## src/rtl/sbox_serial_seq.sv

```systemverilog
// sbox_serial_seq: sequencer that time-shares one combinational AES S-box
// (stablec) across an NBYTES-wide word. A word is accepted over a valid/ready
// handshake, substituted in place one byte per clock, then offered on a
// valid/ready output handshake.
// Optional build macro SBOX_PIPE_EN: registers the S-box input and adds a
// DRAIN state that writes back the final in-flight byte.
module sbox_serial_seq #(
  parameter int NBYTES = 16
) (
  input  logic                clk,
  input  logic                rst_n,
  input  logic                in_valid,
  output logic                in_ready,
  input  logic [8*NBYTES-1:0] in_data,
  output logic                out_valid,
  input  logic                out_ready,
  output logic [8*NBYTES-1:0] out_data,
  output logic                busy
);

  localparam int              IDXW     = (NBYTES > 1) ? $clog2(NBYTES) : 1;
  localparam logic [IDXW-1:0] LAST_IDX = IDXW'(NBYTES - 1);

  localparam logic [1:0] IDLE  = 2'd0;
  localparam logic [1:0] RUN   = 2'd1;
  localparam logic [1:0] DONE  = 2'd2;
`ifdef SBOX_PIPE_EN
  localparam logic [1:0] DRAIN = 2'd3;
`endif

  // GF(2^8) multiply modulo x^8+x^4+x^3+x+1.
  function automatic logic [7:0] gf_mul(input logic [7:0] a, input logic [7:0] b);
    logic [7:0] p;
    logic [7:0] x;
    p = '0;
    x = a;
    for (int i = 0; i < 8; i++) begin
      if (b[i]) p = p ^ x;
      x = {x[6:0], 1'b0} ^ (x[7] ? 8'h1b : 8'h00);
    end
    return p;
  endfunction

  // AES S-box: multiplicative inverse (a^254, with 0 -> 0) then the affine map.
  function automatic logic [7:0] stablec(input logic [7:0] a);
    logic [7:0] sq;
    logic [7:0] inv;
    sq  = a;
    inv = 8'h01;
    for (int i = 1; i < 8; i++) begin
      sq  = gf_mul(sq, sq);
      inv = gf_mul(inv, sq);
    end
    return inv ^ {inv[6:0], inv[7]} ^ {inv[5:0], inv[7:6]}
               ^ {inv[4:0], inv[7:5]} ^ {inv[3:0], inv[7:4]} ^ 8'h63;
  endfunction

  logic [1:0]      state_q, state_d;
  logic [IDXW-1:0] idx_q, idx_d;
  logic [7:0]      data_q [NBYTES];
  logic [7:0]      data_d [NBYTES];
  logic [7:0]      sbox_in;
  logic [7:0]      sbox_out;

`ifdef SBOX_PIPE_EN
  logic [7:0]      pipe_q, pipe_d;
  logic [IDXW-1:0] wb_idx_q, wb_idx_d;
  logic            pvld_q, pvld_d;

  // The registered byte feeds the S-box; its result lands one cycle after issue.
  assign sbox_in = pipe_q;
`else
  assign sbox_in = data_q[idx_q];
`endif

  assign sbox_out = stablec(sbox_in);

  // Handshake and status outputs decode straight from the state register.
  assign in_ready  = (state_q == IDLE);
  assign out_valid = (state_q == DONE);
  assign busy      = (state_q != IDLE);

  // out_data is the working buffer itself; only meaningful while out_valid.
  always_comb begin
    for (int i = 0; i < NBYTES; i++) out_data[8*i +: 8] = data_q[i];
  end

  // Next-state: load on accept, substitute one byte per RUN cycle, hold in DONE.
  always_comb begin
    state_d = state_q;
    idx_d   = idx_q;
    data_d  = data_q;
`ifdef SBOX_PIPE_EN
    pipe_d   = pipe_q;
    wb_idx_d = wb_idx_q;
    pvld_d   = pvld_q;
`endif
    case (state_q)
      IDLE: begin
        if (in_valid) begin
          for (int i = 0; i < NBYTES; i++) data_d[i] = in_data[8*i +: 8];
          idx_d   = '0;
          state_d = RUN;
`ifdef SBOX_PIPE_EN
          pvld_d  = 1'b0;
`endif
        end
      end
      RUN: begin
`ifdef SBOX_PIPE_EN
        // Issue byte idx while retiring the byte issued last cycle.
        pipe_d   = data_q[idx_q];
        wb_idx_d = idx_q;
        pvld_d   = 1'b1;
        if (pvld_q) data_d[wb_idx_q] = sbox_out;
        if (idx_q == LAST_IDX) begin
          idx_d   = '0;
          state_d = DRAIN;
        end else begin
          idx_d = idx_q + 1'b1;
        end
`else
        data_d[idx_q] = sbox_out;
        if (idx_q == LAST_IDX) begin
          idx_d   = '0;
          state_d = DONE;
        end else begin
          idx_d = idx_q + 1'b1;
        end
`endif
      end
`ifdef SBOX_PIPE_EN
      DRAIN: begin
        data_d[wb_idx_q] = sbox_out;
        pvld_d           = 1'b0;
        state_d          = DONE;
      end
`endif
      DONE: begin
        if (out_ready) state_d = IDLE;
      end
      default: state_d = IDLE;
    endcase
  end

  // State, index and buffer registers; reset aborts any word in progress.
  always_ff @(posedge clk or negedge rst_n) begin
    if (!rst_n) begin
      state_q <= IDLE;
      idx_q   <= '0;
      for (int i = 0; i < NBYTES; i++) data_q[i] <= '0;
    end else begin
      state_q <= state_d;
      idx_q   <= idx_d;
      data_q  <= data_d;
    end
  end

`ifdef SBOX_PIPE_EN
  // Pipeline register between the byte mux and the S-box input.
  always_ff @(posedge clk or negedge rst_n) begin
    if (!rst_n) begin
      pipe_q   <= '0;
      wb_idx_q <= '0;
      pvld_q   <= 1'b0;
    end else begin
      pipe_q   <= pipe_d;
      wb_idx_q <= wb_idx_d;
      pvld_q   <= pvld_d;
    end
  end
`endif

endmodule

```

## config.mk

```make
export PLATFORM = sky130hd
export DESIGN_NAME = sbox_serial_seq
export DESIGN_NICKNAME = d
export VERILOG_FILES = /design/src/rtl/sbox_serial_seq.sv
export SDC_FILE = /design/constraint.sdc
export NUM_CORES = 1
export LEC_CHECK = 0
export CAP_MARGIN = 40
export CORE_MARGIN = 3
export CORE_UTILIZATION = 60
export DETAILED_ROUTE_END_ITERATION = 12
export GPL_TIMING_DRIVEN = 0
export PLACE_DENSITY = 0.95
export SETUP_SLACK_MARGIN = 0.05
export SLEW_MARGIN = 5
export SYNTH_ARGS = -nofsm -noshare
export SYNTH_HDL_FRONTEND = slang
export SYNTH_SLANG_ARGS = --single-unit
```

## constraint.sdc

```tcl
create_clock -name clk -period 26.6 [get_ports clk]
set_input_delay 2.66 -clock clk [delete_from_list [all_inputs] [get_ports clk]]
set_output_delay 2.66 -clock clk [all_outputs]
set_load 0.005 [all_outputs]
```

# After elaboration in Yosys (flattened, before gate mapping)
# Cells that the tools add are included.
dict set report totals {
  register_bits 134
  latchBits 0
  ram_bits 0
  rom_bits 0
  input_bits 132
  mem_count 0
}
dict set report classes {
  n_addsub 1
  n_mul 0
  div 0
  order_cmp 2
  n_eq_ne 6
  shift 0
  mux 218
  bitwise 195
  n_reduce_logical 6
}
# operator n
set ops {}
lappend ops {{8-bit two-way mux} 108}
lappend ops {{8-bit bitwise XOR} 95}
lappend ops {{8-bit by 5-bit bitwise XOR with 8-bit output} 91}
lappend ops {{5-bit two-way mux} 92}
lappend ops {{128-bit case mux with 2 select lines} 1}
lappend ops {{128-bit bitwise mux} 1}
lappend ops {{128-bit two-way mux} 1}
lappend ops {{8-bit binary-select mux with 4-bit select} 1}
lappend ops {{8-bit demux with 4-bit select} 1}
lappend ops {{4-bit two-way mux} 3}
lappend ops {{2-bit two-way mux} 4}
lappend ops {{4-bit case mux with 2 select lines} 1}
lappend ops {{7-bit two-way mux} 1}
lappend ops {{1-bit NOT, first input constant} 7}
lappend ops {{6-bit two-way mux} 1}
lappend ops {{2-bit case mux with 3 select lines} 1}
lappend ops {{5-bit >= comparator, second input constant} 1}
lappend ops {{5-bit by 1-bit < comparator with 1-bit output, second input constant} 1}
lappend ops {{4-bit NOT with 5-bit output} 1}
lappend ops {{4-bit by 1-bit adder with 4-bit output, second input constant} 1}
lappend ops {{4-bit == test, second input constant} 1}
lappend ops {{2-bit != test, second input constant} 2}
lappend ops {{4-bit NOT} 1}
lappend ops {{2-bit nonzero test} 2}
lappend ops {{other kinds (9)} 9}

# Depth between registers and ports, before layout
dict set report logic_depth {
  word_depth 138
  depth_mapped 69
  ltp_nobuf 55
}

# Worst setup path before layout
# No wires, ideal clock.
dict set report synth_path {
  path_type {reg2reg}
  from {register idx_q[0]}
  to {register data_q (netlist bit out_data[24])}
  setup_ps 159
  arrival_time_ps 16166
  required_ps 26441
  setup_slack_ps 10275
  path_stages_with_launch 63
  period_less_slack_ps 16325
  cell_sequence {dfrtp_1 > buf_6 > buf_6 > mux4_2 > a221oi_2 > buf_4 > inv_2 > buf_2 > ha_1 > xnor3_1 > xnor3_1 > buf_2 > clkinv_1 > clkbuf_1 > ha_1 > clkinv_1 > xnor2_1 > mux2i_1 > (+27 left out) > xnor3_1 > xnor3_2 > xor2_2 > nor2_1 > xnor2_1 > xnor3_2 > xnor2_4 > xnor3_2 > xor2_1 > xnor3_1 > nor2_1 > xnor3_1 > xor2_1 > xnor2_1 > xnor3_1 > xnor2_1 > buf_2 > a211oi_1}
}
dict set report synth_between {
  elab_chain_len 135
  word_cells_on_any_way 401
  cone_classes {order compare: 2; mux: 210; bitwise: 188; reduce/logical: 1}
}
# item line
set synth_rtl {}
lappend synth_rtl {{from (decl)} 59} ;# logic [IDXW-1:0] idx_q, idx_d;
lappend synth_rtl {{from (signal assigned)} 154} ;# idx_q <= idx_d;
lappend synth_rtl {{4-bit NOT with 5-bit output (implied by the code) *} {73, 123}}
lappend synth_rtl {{8-bit binary-select mux with 4-bit select} 73} ;# assign sbox_in = data_q[idx_q];
lappend synth_rtl {{8-bit two-way mux (implied by the code) (2 in series)} 73}
lappend synth_rtl {{5-bit two-way mux, or another cell as far along} 39} ;# x = {x[6:0], 1'b0} ^ (x[7] ? 8'h1b : 8'h00);
lappend synth_rtl {{8-bit by 5-bit bitwise XOR with 8-bit output or 8-bit bitwise XOR (tied branches)} {39, 38}}
lappend synth_rtl {{8-bit bitwise XOR or 8-bit two-way mux (tied branches)} 38} ;# if (b[i]) p = p ^ x;
lappend synth_rtl {{8-bit two-way mux or 8-bit bitwise XOR (tied branches)} 38}
lappend synth_rtl {{8-bit bitwise XOR or 8-bit two-way mux (tied branches)} 38}
lappend synth_rtl {{(+116 left out)} n/a}
lappend synth_rtl {{8-bit two-way mux} 38}
lappend synth_rtl {{8-bit bitwise XOR} 38}
lappend synth_rtl {{8-bit two-way mux} 38}
lappend synth_rtl {{8-bit bitwise XOR (2 in series)} 54} ;# return inv ^ {inv[6:0], inv[7]} ^ {inv[5:0], inv[7:6]}
lappend synth_rtl {{8-bit bitwise XOR (2 in series)} 55} ;# ^ {inv[4:0], inv[7:5]} ^ {inv[3:0], inv[7:4]} ^ 8'h63;
lappend synth_rtl {{4-bit NOT (no line)} n/a}
lappend synth_rtl {{128-bit bitwise mux *} 123} ;# data_d[idx_q] = sbox_out;
lappend synth_rtl {{128-bit case mux with 2 select lines *} 98} ;# case (state_q)
lappend synth_rtl {{to (signal assigned)} 155} ;# data_q <= data_d;
lappend synth_rtl {{to (decl)} 60} ;# logic [7:0] data_q [NBYTES];
# Every way passes the cells marked *; elsewhere a longest branch is shown, timed or not. The select of a mux whose other input is x is not followed.
# A chain may end at the register's enable or synchronous reset.

# Worst setup path after layout
dict set report layout_path {
  from {register idx_q[1]}
  to {register data_q (netlist bit out_data[63])}
}
dict set report layout_between {
  elab_chain_len 134
  word_cells_on_any_way 400
  cone_classes {order compare: 2; mux: 210; bitwise: 187; reduce/logical: 1}
}
# item line
set layout_rtl {}
lappend layout_rtl {{4-bit NOT with 5-bit output (implied by the code) *} {73, 123}}
lappend layout_rtl {{8-bit binary-select mux with 4-bit select} 73}
lappend layout_rtl {{8-bit two-way mux (implied by the code) (2 in series)} 73}
lappend layout_rtl {{5-bit two-way mux} 39}
lappend layout_rtl {{8-bit by 5-bit bitwise XOR with 8-bit output} 39}
lappend layout_rtl {{8-bit bitwise XOR} 38}
lappend layout_rtl {{8-bit two-way mux} 38}
lappend layout_rtl {{8-bit bitwise XOR} 38}
lappend layout_rtl {{(+115 left out)} n/a}
lappend layout_rtl {{8-bit bitwise XOR} 38}
lappend layout_rtl {{8-bit two-way mux} 38}
lappend layout_rtl {{8-bit bitwise XOR} 38}
lappend layout_rtl {{8-bit two-way mux} 38}
lappend layout_rtl {{8-bit bitwise XOR (2 in series)} 54}
lappend layout_rtl {{8-bit bitwise XOR (2 in series)} 55}
lappend layout_rtl {{128-bit bitwise mux *} 123}
lappend layout_rtl {{128-bit case mux with 2 select lines *} 98}
# Marked as above.

==> flow_summary_export.csv <==
group,metric,value,unit
layout,multiInputGateArea,17700,sq um
grt,grt_usage,43.8,%
timing,relSlewSlack,30.6,%
grt,grt_max_degree,93,
logic_synthesis,synth.top_cells.by_area,"dfrtp_1 (15%), xnor2_1 (14%), xnor3_1 (8.2%)",
logic_synthesis,synth-edff-count,0,
logic_synthesis,yosysWarningCount,0,
layout,fillers,2746,
timing,finalHoldViolations,0,
flow_run,max_cap_violations,0,
timing,skew,0.0118,ns
logic_synthesis,synth_xor_area_share,33.6,%
placement,port_buffers,262,
cts,cts_tree,"yes",
layout,syn_to_final_growth,18.3,%
logic_synthesis,ys_seq_area_share,15.2,%
cts,cts-root-buf,"clkbuf_16",
critical_path,cpLargestDelayFamily,"XOR/XNOR gates",
timing,finalSetupViolCount,0,
logic_synthesis,yosys-top-cells-count,"nor2_1 (429), xnor2_1 (355), nand2_1 (218), a21oi_1 (214), dfrtp_1 (134)",
cts,h-tree-depth,4,
logic_synthesis,yosys.cell_count.top_type,"nor2_1",
critical_path,path_max_fanout,10,
layout,fin_nets,3144,
cts,holdBufCountCts,0,
critical_path,startpoint_type,"register",
grt,antenna_found_initial,3,
critical_path,cp-end-kind,"register",
logic_synthesis,netlist_instances,2694,
route,postRouteAntennaNets,0,
timing,post-route-min-period,20.81,ns
layout,regArea,3350,sq um
logic_synthesis,synth-seq-cells,134,
min_path,hp-class,"reg -> reg",
logic_synthesis,synthSimpleGateAreaFrac,18.5,%
critical_path,cpMostUsedCell,"xnor2_1",
critical_path,worst_path_max_delay_cell,"xnor2_1",
placement,dp_slack,6.27,ns
route,num_vias,23700,
min_path,hold_depth,2,
route,wirelength,87900,microns
critical_path,arrival,21.08,ns
timing,min_period_over_period,78.2,%
logic_synthesis,yosys.area.top_type_share,15.2,%
logic_synthesis,avgSynthCellArea,8.18,sq um
critical_path,r2r_cells,63,
cts,cts_buffers,17,
layout,fin_cells,3477,
placement,place_congestion,1.02,
critical_path,slowest_delay,0.77,ns
logic_synthesis,async_flop_share,100,%
logic_synthesis,synthMuxAreaShare,7.70,%
floorplan,design.core.area,35900,sq um
timing,finalSetupTns,0,ns
route,vias_per_cell,6.82,
route,drt_iter0_markers,3470,
placement,placedCellCount,3440,
logic_synthesis,synth_compound_area_share,20.1,%
grt,grt_pass1_vias,22700,
floorplan,initial_core_util,61.3,%
logic_synthesis,syn_nets,2837,
cts,cts_sinks,134,
critical_path,cp.required,26.86,ns
timing,fmax,48.0,MHz
critical_path,crit_buf_inv,17,
timing,worst_slew_pin_slew,1.03,ns
critical_path,crit_type,"reg -> reg",
cts,clock_path_buffers,2,
logic_synthesis,syn_area,22000,sq um
logic_synthesis,synthAdderAreaFrac,0.625,%
layout,drive_gt1_share,9.42,%
floorplan,die_y,198,microns
floorplan,pin_count,263,
logic_synthesis,synth_ff_type,"dfrtp_1",
critical_path,cp_num_cells,63,
timing,setup_ws,5.79,ns
placement,hpwl,66300,microns
cts,clock_latency,0.44,ns
floorplan,rows,69,
cts,cts.repair.resized,0,
logic_synthesis,synth_top_family_by_area,"XOR/XNOR gates",
timing,drv_slew,0,
logic_synthesis,synth.largest_area_cell,"dfrtp_1",
grt,overflow,0,
cts,cts_setup_buffers,0,
cts,cts.clk_slew.worst_paths,0.07,ns
route,drc_errors,0,
logic_synthesis,ys_types,102,
status,status,"finished clean",
floorplan,die_area,39000,sq um
route,firstDrtPassIters,7,
grt,grt_pass1_wl,134000,microns
floorplan,die_w,198,microns
route,avgRoutedWirePerCell,25.3,microns
timing,rsz0062_at_grt,"no",
## logic make-up after synthesis
logic type	after synthesis
and+or+nand+nor	926
DFF	134
xor gates and xnor gates	615
adders and majority gates	11
AOI/OAI and AO/OA	663
muxes	128
buffers and inverters	217
## final timing paths
check	start	to	slack [ns]
worst max register to register	idx_q[1]	out_data[63]	5.79
worst min register to register	out_data[121]	out_data[121]	0.59
worst max-delay path	idx_q[1]	out_data[63]	5.79
max in group asynchronous	rst_n	out_data[47]	23.62
min in group asynchronous	rst_n	out_data[69]	2.13
worst min-delay path	out_data[121]	out_data[121]	0.59
## metal layers
layer / up-vias / share of wire (%) / GRT usage (%)
met5: - / 0.049 / 0
met4: 6 / 5.9 / 20.1
met3: 430 / 13 / 11.2
met2: 1995 / 44 / 67.8
met1: 11100 / 37 / 58.1
li1: 10200 / - / -
## through the flow
step | util (%) | cell area [sq um] | hold slack, ns
global placement | 70.2 | 25200 | 0.566
CTS | 72.5 | 26000 | 0.583
finish | 72.6 | 26100 | 0.586
floorplan | - | 22000 | 0.506
global route | 72.6 | 26100 | 0.614
detailed placement | 70.8 | 25400 | 0.575
## layout make-up
class / instances / share of cell area (%)
multi-input cells: 2343 / 68.1
repair buffers: 288 / 10.9
inverters: 27 / 0.389
clock buffers: 21 / 1.84
flip-flops and latches: 134 / 12.9
clock inverters: 11 / 0.557
well taps: 461 / 2.21
diodes: 2 / 0.0192
plain buffers: 190 / 3.22
## sequential cells by signal (all words and copies together) (netlist names)
name      count
state_q       2
out_data    128
idx_q         4
## cells in the final DEF (no fill, tap or decap), types with 85 or more instances in the layout
cell / synthesis / routed
nor2_1: 429 / 429
clkdlybuf4s50_1: 0 / 261
dfrtp_1: 134 / 134
a211oi_1: 121 / 121
xor2_1: 95 / 95
mux2i_1: 85 / 85
xnor2_1: 355 / 355
nand2_1: 218 / 218
clkbuf_1: 117 / 117
a21oi_1: 214 / 214
## worst register-to-register path: cells and delay by family (launching register included)
kind	cells	cell delay [ns]
AOI/OAI and AO/OA	6	1.04
adders and majority gates	5	1.60
DFF	1	0.39
muxes	1	0.42
xor gates and xnor gates	24	9.24
buffers and inverters	17	5.74
and+or+nand+nor	10	2.22
Power is left out: the tool's default activity adds up to more than one toggle a clock period on the data nets, which glitch-free logic cannot reach.
